<file path="config.mk">
export PLATFORM = sky130hd
export DESIGN_NAME = pop_button_conditioner
export DESIGN_NICKNAME = d
export VERILOG_FILES = /design/src/rtl/pop_ui_pkg.sv /design/src/rtl/pop_button_channel.sv /design/src/rtl/pop_button_conditioner.sv
export SDC_FILE = /design/constraint.sdc
export NUM_CORES = 1
export LEC_CHECK = 0
export ABC_CLOCK_PERIOD_IN_PS = 1900
export BUFFER_PORTS_ARGS = -buffer_cell sky130_fd_sc_hd__buf_2
export CORE_MARGIN = 10
export CORE_UTILIZATION = 55
export CTS_BUF_LIST = sky130_fd_sc_hd__clkbuf_4 sky130_fd_sc_hd__clkbuf_8 sky130_fd_sc_hd__clkbuf_16
export DETAILED_ROUTE_END_ITERATION = 16
export GPL_ROUTABILITY_DRIVEN = 1
export PLACE_DENSITY = 0.85
export SYNTH_ARGS = -nofsm -noshare
export SYNTH_HDL_FRONTEND = slang
export SYNTH_SLANG_ARGS = --single-unit
</file>
<file path="constraint.sdc">
create_clock -name clk_2M5 -period 1.9 [get_ports clk_2M5]
set_input_delay 0.285 -clock clk_2M5 [delete_from_list [all_inputs] [get_ports clk_2M5]]
set_output_delay 0.285 -clock clk_2M5 [all_outputs]
set_load 0.01 [all_outputs]
</file>
<file path="src/rtl/pop_ui_pkg.sv">
// Shared definitions for the POP front-panel button conditioner: repeat FSM
// states, button indices and default timing at 2.5 MHz.
package pop_ui_pkg;

  typedef enum logic [1:0] {
    RPT_IDLE   = 2'd0,
    RPT_DELAY  = 2'd1,
    RPT_REPEAT = 2'd2
  } rpt_state_t;

  localparam int unsigned NUM_BTN       = 4;
  localparam int unsigned BTN_PIE_PLUS  = 0;
  localparam int unsigned BTN_PIE_MINUS = 1;
  localparam int unsigned BTN_FP_PLUS   = 2;
  localparam int unsigned BTN_FP_MINUS  = 3;

  localparam int unsigned DEF_DEBOUNCE_CYCLES = 25000;    // 10 ms
  localparam int unsigned DEF_REPEAT_DELAY    = 1250000;  // 500 ms
  localparam int unsigned DEF_REPEAT_PERIOD   = 250000;   // 100 ms
  localparam int unsigned DEF_CNT_W           = 21;

  // Opposing buttons of one adjust pair held together cancel each other.
  function automatic logic pair_conflict(input logic plus, input logic minus);
    return plus & minus;
  endfunction

endpackage

</file>
<file path="src/rtl/pop_button_channel.sv">
// One pushbutton: two-flop synchroniser, debounce filter and press-and-hold
// auto-repeat FSM producing a one-cycle raw_pulse per press/repeat.
module pop_button_channel
  import pop_ui_pkg::*;
#(
  parameter int unsigned DEBOUNCE_CYCLES = DEF_DEBOUNCE_CYCLES,
  parameter int unsigned REPEAT_DELAY    = DEF_REPEAT_DELAY,
  parameter int unsigned REPEAT_PERIOD   = DEF_REPEAT_PERIOD,
  parameter logic        REPEAT_EN       = 1'b1,
  parameter int unsigned CNT_W           = DEF_CNT_W
) (
  input  logic clk_2M5,
  input  logic reset_n,
  input  logic btn_n,
  output logic held,
  output logic raw_pulse
);

  localparam logic [CNT_W-1:0] DB_LAST  = CNT_W'(DEBOUNCE_CYCLES - 1);
  localparam logic [CNT_W-1:0] DLY_LAST = CNT_W'(REPEAT_DELAY - 1);
  localparam logic [CNT_W-1:0] PER_LAST = CNT_W'(REPEAT_PERIOD - 1);

  logic [1:0]       sync_ff;
  logic             sync;
  logic [CNT_W-1:0] db_cnt;
  logic [CNT_W-1:0] db_nxt;
  logic             held_nxt;
  logic [CNT_W-1:0] rpt_cnt;
  rpt_state_t       state;

  always_ff @(posedge clk_2M5 or negedge reset_n) begin
    if (!reset_n) begin
      sync_ff <= '1;
    end else begin
      sync_ff <= {sync_ff[0], btn_n};
    end
  end

  assign sync = ~sync_ff[1];

  always_comb begin
    held_nxt = held;
    db_nxt   = '0;
    if (sync != held) begin
      if (db_cnt == DB_LAST) begin
        held_nxt = sync;
      end else begin
        db_nxt = db_cnt + CNT_W'(1);
      end
    end
  end

  always_ff @(posedge clk_2M5 or negedge reset_n) begin
    if (!reset_n) begin
      held   <= 1'b0;
      db_cnt <= '0;
    end else begin
      held   <= held_nxt;
      db_cnt <= db_nxt;
    end
  end

  // The FSM follows held_nxt so raw_pulse registers on the same edge as held;
  // the top's output register then places the press strobe one cycle later.
  always_ff @(posedge clk_2M5 or negedge reset_n) begin
    if (!reset_n) begin
      state     <= RPT_IDLE;
      rpt_cnt   <= '0;
      raw_pulse <= 1'b0;
    end else begin
      raw_pulse <= 1'b0;
      if (!held_nxt) begin
        state   <= RPT_IDLE;
        rpt_cnt <= '0;
      end else begin
        case (state)
          RPT_IDLE: begin
            raw_pulse <= 1'b1;
            rpt_cnt   <= '0;
            state     <= RPT_DELAY;
          end
          RPT_DELAY: begin
            if (REPEAT_EN) begin
              if (rpt_cnt == DLY_LAST) begin
                raw_pulse <= 1'b1;
                rpt_cnt   <= '0;
                state     <= RPT_REPEAT;
              end else begin
                rpt_cnt <= rpt_cnt + CNT_W'(1);
              end
            end
          end
          RPT_REPEAT: begin
            if (rpt_cnt == PER_LAST) begin
              raw_pulse <= 1'b1;
              rpt_cnt   <= '0;
            end else begin
              rpt_cnt <= rpt_cnt + CNT_W'(1);
            end
          end
          default: begin
            state   <= RPT_IDLE;
            rpt_cnt <= '0;
          end
        endcase
      end
    end
  end

endmodule

</file>
<file path="src/rtl/pop_button_conditioner.sv">
// Four-button front-panel conditioner for the POP timer adjust inputs:
// per-button channels plus opposing-pair suppression and registered strobes.
module pop_button_conditioner
  import pop_ui_pkg::*;
#(
  parameter int unsigned DEBOUNCE_CYCLES = DEF_DEBOUNCE_CYCLES,
  parameter int unsigned REPEAT_DELAY    = DEF_REPEAT_DELAY,
  parameter int unsigned REPEAT_PERIOD   = DEF_REPEAT_PERIOD,
  parameter logic        REPEAT_EN       = 1'b1,
  parameter int unsigned CNT_W           = DEF_CNT_W
) (
  input  logic                 clk_2M5,
  input  logic                 reset_n,
  input  logic [NUM_BTN-1:0]   btn_n,
  output logic [NUM_BTN-1:0]   strobe,
  output logic [NUM_BTN-1:0]   held
);

  logic [NUM_BTN-1:0] raw_pulse;
  logic [NUM_BTN-1:0] mask;
  logic               pie_conflict;
  logic               fp_conflict;

  for (genvar g = 0; g < NUM_BTN; g++) begin : g_chan
    pop_button_channel #(
      .DEBOUNCE_CYCLES (DEBOUNCE_CYCLES),
      .REPEAT_DELAY    (REPEAT_DELAY),
      .REPEAT_PERIOD   (REPEAT_PERIOD),
      .REPEAT_EN       (REPEAT_EN),
      .CNT_W           (CNT_W)
    ) u_chan (
      .clk_2M5   (clk_2M5),
      .reset_n   (reset_n),
      .btn_n     (btn_n[g]),
      .held      (held[g]),
      .raw_pulse (raw_pulse[g])
    );
  end

  assign pie_conflict = pair_conflict(held[BTN_PIE_PLUS], held[BTN_PIE_MINUS]);
  assign fp_conflict  = pair_conflict(held[BTN_FP_PLUS], held[BTN_FP_MINUS]);

  // Masked pulses are dropped outright; the channel FSMs keep their timing.
  always_comb begin
    mask                = '0;
    mask[BTN_PIE_PLUS]  = pie_conflict;
    mask[BTN_PIE_MINUS] = pie_conflict;
    mask[BTN_FP_PLUS]   = fp_conflict;
    mask[BTN_FP_MINUS]  = fp_conflict;
  end

  always_ff @(posedge clk_2M5 or negedge reset_n) begin
    if (!reset_n) begin
      strobe <= '0;
    end else begin
      strobe <= raw_pulse & ~mask;
    end
  end

endmodule
</file>
Word level (Yosys, flattened, before mapping)
Cells that the tools add are included.
- register bits: 196
- output and inout bits: 8
- logic and storage cells: 141
- add/subtract/negate cells: 8
- equal/unequal tests: 32
- mux-type cells: 60
- bitwise logic cells: 8
- reduce and logical (&&, ||, !) cells: 8
- operator list (kind ; number):
    $mux 21 ; 20
    $add 21x1->21 const B ; 8
    $pmux 21 s2 ; 4
    $eq 21x15->1 const B ; 4
    $eq 21x18->1 const B ; 4
    $eq 21x21->1 const B ; 4
    $pmux 2 s3 ; 4
    $mux 1 ; 20
    $mux 2 ; 8
    $ne 3x3->1 const B ; 4
    $pmux 1 s3 ; 4
    $eq 2x1->1 const B ; 4
    $eq 2x2->1 const B ; 4
    $logic_not 2->1 ; 4
    $ne 2x2->1 const B ; 4
    $reduce_and 2->1 ; 4
    $and 4x4->4 ; 1
    $ne 1x1->1 ; 4
    $not 1->1 ; 4
    $not 4->4 ; 1
    $and 1x1->1 ; 2

Depth between registers and ports, before layout
- depth after elaboration: 5
- depth in mapped cells: 8
- gate-level depth less buffers: 6

By module
A second synthesis with hierarchy kept.
- cells, all modules: 975
- area total of the unflattened synthesis: 9713.1 um2
- by module, submodules not included (module ; instances ; cells each ; area each (um2) ; seq. area each (um2)):
    pop_button_channel (g_chan[0].u_chan ...) ; 3 ; 242 ; 2396.0 ; 1203.7
    pop_button_channel (g_chan[3].u_chan) ; 1 ; 241 ; 2394.8 ; 1203.7
    pop_button_conditioner ; 1 ; 8 ; 130.1 ; 100.1

Worst setup path before layout
No wires, ideal clock.
- path kind: reg2reg
- start: register g_chan[0].u_chan.rpt_cnt[18]
- end: register g_chan[0].u_chan.rpt_cnt[19]
- arrival time: 1960 ps
- data required time: 1781 ps
- path slack: -179 ps
- stages on the path, launching flop included: 7
- path buffers: 1
- clock period less this slack: 2079 ps
- cells stage by stage: dfrtp_1 -> or4b_1 -> or4_4 -> o21ai_2 -> a221o_2 -> buf_6 -> nor2_1
- cells in the longest elaborated chain, start to end: 4
- elaborated cells on any way between the ends: 7
- those cells by class: 1 x add/sub; 2 x eq/ne; 4 x mux
- ends and longest elaborated chain (what ; line ; text):
    start: declaration ; pop_button_channel.sv:28 ; logic [CNT_W-1:0] rpt_cnt;
    start signal: assignment ; pop_button_channel.sv:89 ; rpt_cnt <= rpt_cnt + CNT_W'(1);
    start signal: assignment ; pop_button_channel.sv:98 ; rpt_cnt <= rpt_cnt + CNT_W'(1);
    $add 21x1->21, or another cell as far along ; pop_button_channel.sv:89, pop_button_channel.sv:98 ;
    $mux 21, on equally long branches ; pop_button_channel.sv:94, pop_button_channel.sv:84 ;
    $pmux 21 s2 (*) ; pop_button_channel.sv:76 ; case (state)
    $mux 21 (*) ; pop_button_channel.sv:72 ; if (!held_nxt) begin
Mark *: on every way between the ends. The rest lies on a longest branch, timed or not.
A chain may end at the register's enable or synchronous reset.

Final worst setup path
- start: register g_chan[0].u_chan.rpt_cnt[18]
- end: register g_chan[0].u_chan.rpt_cnt[0]
- cells in the longest elaborated chain, start to end: 4
- elaborated cells on any way between the ends: 6
- those cells by class: 2 x eq/ne; 4 x mux
- ends and longest elaborated chain (what ; line):
    $eq 21x18->1 or $eq 21x21->1 (tied branches) ; pop_button_channel.sv:94, pop_button_channel.sv:84
    $mux 21, on equally long branches ; pop_button_channel.sv:94, pop_button_channel.sv:84
    $pmux 21 s2 (*) ; pop_button_channel.sv:76
    $mux 21 (*) ; pop_button_channel.sv:72
Marked as above.

==> flow_summary.toml <==
[outcome]
status = "complete, but fails checks"
violations = "negative setup slack"

[setup_path]
start_kind = "register"
rr_endpoint = "g_chan[0].u_chan.rpt_cnt[0]"
worstPathRequired_ns = 2.22
crit_path_end_kind = "register"
worstReg2RegStart = "g_chan[0].u_chan.rpt_cnt[18]"
cp_cell_sequence = "or4b_1 > or4_4 > o21ai_4 > a221o_2 > buf_12 > nor2_1"
crit_arrival_ns = 2.50
path_depth = 6
critPathTopFamily = "simple AND/OR/NAND/NOR gates"
cp_slowest_cell = "or4_4"
worst-path-max-fanout = 21
reg2regPathDepth = 6
startpoint = "g_chan[0].u_chan.rpt_cnt[18]"
max_stage_delay_ns = 0.58
critical_path_class = "register to register"
reg2reg_slack_ns = -0.28
endpoint = "g_chan[0].u_chan.rpt_cnt[0]"
path_buf_inv = 1

[timing]
fmax_mhz = 459
fin_skew_ns = 0.0102
hold_ws_ns = 0.344
fin_crit_sh = 1.15
worst_pin_slew_ns = 0.495
setup_violations = 87
post-route-min-period_ns = 2.18
rsz0062_at_grt = "yes"
worst_slack_ns = -0.280
finalHoldViolCount = 0
slew_violations = 0
relSlewSlack = 0.667

[final_layout]
num-nets-final = 1147
finalNonFillerCells = 1351
diodes = 0
final_common_cell = "dfrtp_1"
mostFrequentLayoutCells = "dfrtp_1 (188), nor2_1 (162), buf_4 (97)"
drive_gt1_frac = 0.218
fin_util = 0.689
areaGrowthSynthToFinish_pct = 23.1

[clock_tree]
cts.sinks = 196
htreeDepth = 4
cts_buffers = 17
cts_tree = "built"
cts_root_buffer = "clkbuf_16"
worst_skew_pair.late_latency_ns = 0.44
clk_pin_slew_ns = 0.08
clk_path_buf_depth = 2

[die]
rows = 48
die_w_um = 153
num_io_pins = 14
die_area_um2 = 23300
start_util = 0.559
core_um2 = 17300
die_h_um = 153

[route]
drc = 0
routed_via_density = 5.64
routed_wl_mm = 21.1
firstDrtPassIters = 7
wire_per_inst_um = 15.6
ant_nets = 0
drt_iter0_drc = 466
vias = 7619

[placement]
port_buffers = 13
dpl.cell_count = 1299
place_congestion = 0.830
dp_hpwl_mm = 13.1
dp_slack_ns = -0.250

[synth]
synthDistinctLibCells = 48
ys_seq_elements = 196
synthArstFlopShare = 1.00
synth_seq_area_share = 0.508
syn-num-nets = 1021
synth-edff-count = 0
syn_inst = 987
avgSynthCellArea_um2 = 9.80
synth_area_um2 = 9670
synthFlopType = "dfrtp_1"
yosys_warnings = 0

[global_route]
grt_start_max_net_pins = 53
grt_use_total = 0.175
grt.overflow.total = 0
grt_pass1_vias = 7512
grt_pass1_wl_mm = 35.1
antenna_found_initial = 0

[power]
peakVddDrop_uv = 640
power.density_nw_per_um2 = 682
power_mw = 8.12
p_leak_nw = 5.06

[worst_hold_path]
hold_class = "primary input to asynchronous set/reset pin"

[run]
cap_violations = 0
==> per-layer routing <==
metal  part of all wire  vias up  global-route usage
met3              0.037       28              0.0370
met4              0.015        0              0.0554
met5                  0        -                   0
li1                   -     3628                   -
met1               0.44     3781               0.216
met2               0.51      182               0.300
==> state kept, by name, indices dropped and copies added, names as in the netlist <==
signal	cells
g_chan.u_chan.rpt_cnt	84
g_chan.u_chan.db_cnt	84
g_chan.u_chan.sync_ff	8
g_chan.u_chan.held	4
strobe	4
g_chan.u_chan.raw_pulse	4
g_chan.u_chan.state	8
==> worst register-to-register path, delay by kind of cell, from the launching register on <==
kind / cells / cell delay, ns
AO/OA/AOI/OAI: 2 / 0.37
buffers and inverters: 1 / 0.16
AND/OR/NAND/NOR: 3 / 1.17
flip-flops: 1 / 0.37
==> report_power, final <==
group	total (mW)	leakage (nW)	switching [mW]	internal, mW
combinational	0.261	2.07	0.162	0.0994
clock	3.63	0.295	1.62	2.01
sequential	4.23	2.70	0.0204	4.21
==> Yosys cell counts (2+ instances only) <==
| cell type | count | area [µm²] |
|---|---|---|
| buf_4 | 4 | 30.0 |
| nor4bb_1 | 6 | 60.1 |
| or4_1 | 7 | 52.6 |
| nand3_1 | 69 | 345 |
| and4_1 | 20 | 175 |
| ha_1 | 28 | 350 |
| nor2_1 | 209 | 785 |
| nor3_1 | 33 | 165 |
| nand4b_1 | 3 | 26.3 |
| nor4b_1 | 6 | 52.6 |
| o21ai_0 | 11 | 55.1 |
| or2_2 | 2 | 12.5 |
| a31oi_1 | 3 | 18.8 |
| xnor2_1 | 84 | 736 |
| buf_6 | 2 | 22.5 |
| a221oi_1 | 3 | 26.3 |
| inv_1 | 38 | 143 |
| clkbuf_1 | 17 | 63.8 |
| xor2_1 | 69 | 604 |
| dfrtp_1 | 188 | 4700 |
| nor3b_1 | 4 | 30.0 |
| a21oi_1 | 13 | 65.1 |
| nor4_1 | 20 | 125 |
| nand2_1 | 44 | 165 |
| and3_1 | 21 | 131 |
| nand4_1 | 34 | 213 |
| o21a_1 | 3 | 22.5 |
| buf_2 | 2 | 10.0 |
| or3_1 | 5 | 31.3 |
| o221ai_1 | 2 | 17.5 |
| and2_1 | 9 | 56.3 |
| a21boi_0 | 5 | 37.5 |
| dfstp_2 | 8 | 210 |
==> logic make-up after synthesis <==
group,share of synthesized area
xor gates and xnor gates,0.139
DFF,0.508
adders and majority gates,0.0362
and+or+nand+nor,0.257
buffers and inverters,0.0278
AOI/OAI and AO/OA,0.0327
==> how the worst min path moves through the flow <==
stage                     startpoint                            to  slack (ns)  depth (start not counted)
after floorplan              reset_n    g_chan[0].u_chan.db_cnt[0]       -0.01                          0
after global placement       reset_n    g_chan[3].u_chan.db_cnt[1]        0.26                          1
after detailed placement     reset_n    g_chan[3].u_chan.db_cnt[0]        0.26                          1
after CTS                    reset_n  g_chan[1].u_chan.rpt_cnt[20]        0.35                          2
after global routing         reset_n  g_chan[1].u_chan.rpt_cnt[20]        0.36                          2
final                        reset_n  g_chan[1].u_chan.rpt_cnt[19]        0.34                          2
==> cell type report <==
cell class / instances / area, µm²
clock buffers: 19 / 447
well taps: 225 / 282
multi-input cells: 728 / 4840
repair buffers: 132 / 1130
flip-flops and latches: 196 / 4910
inverters: 38 / 143
fillers: 1128 / 5390
clock inverters: 13 / 149
==> repair_timing <==
| item | 4_1_cts | 5_1_grt |
|---|---|---|
| buffers inserted | 5 | 6 |
| hold buffers | 5 | 0 |
| endpoints found under the hold margin | 43 | 0 |
| setup endpoints to repair | 89 | 102 |
| gates resized for setup | 24 | 81 |
| pin swaps | 17 | 28 |
| gates cloned | 4 | 2 |
==> per-stage QoR <==
step                      area [µm²]  setup TNS, ns
after detailed placement       10800          -8.59
after global routing           11900         -19.70
after CTS                      11600         -11.03
after floorplan                 9730          -3.32
final                          11900         -13.73
after global placement         10800          -4.50
Power figures use the tool's default switching activity.
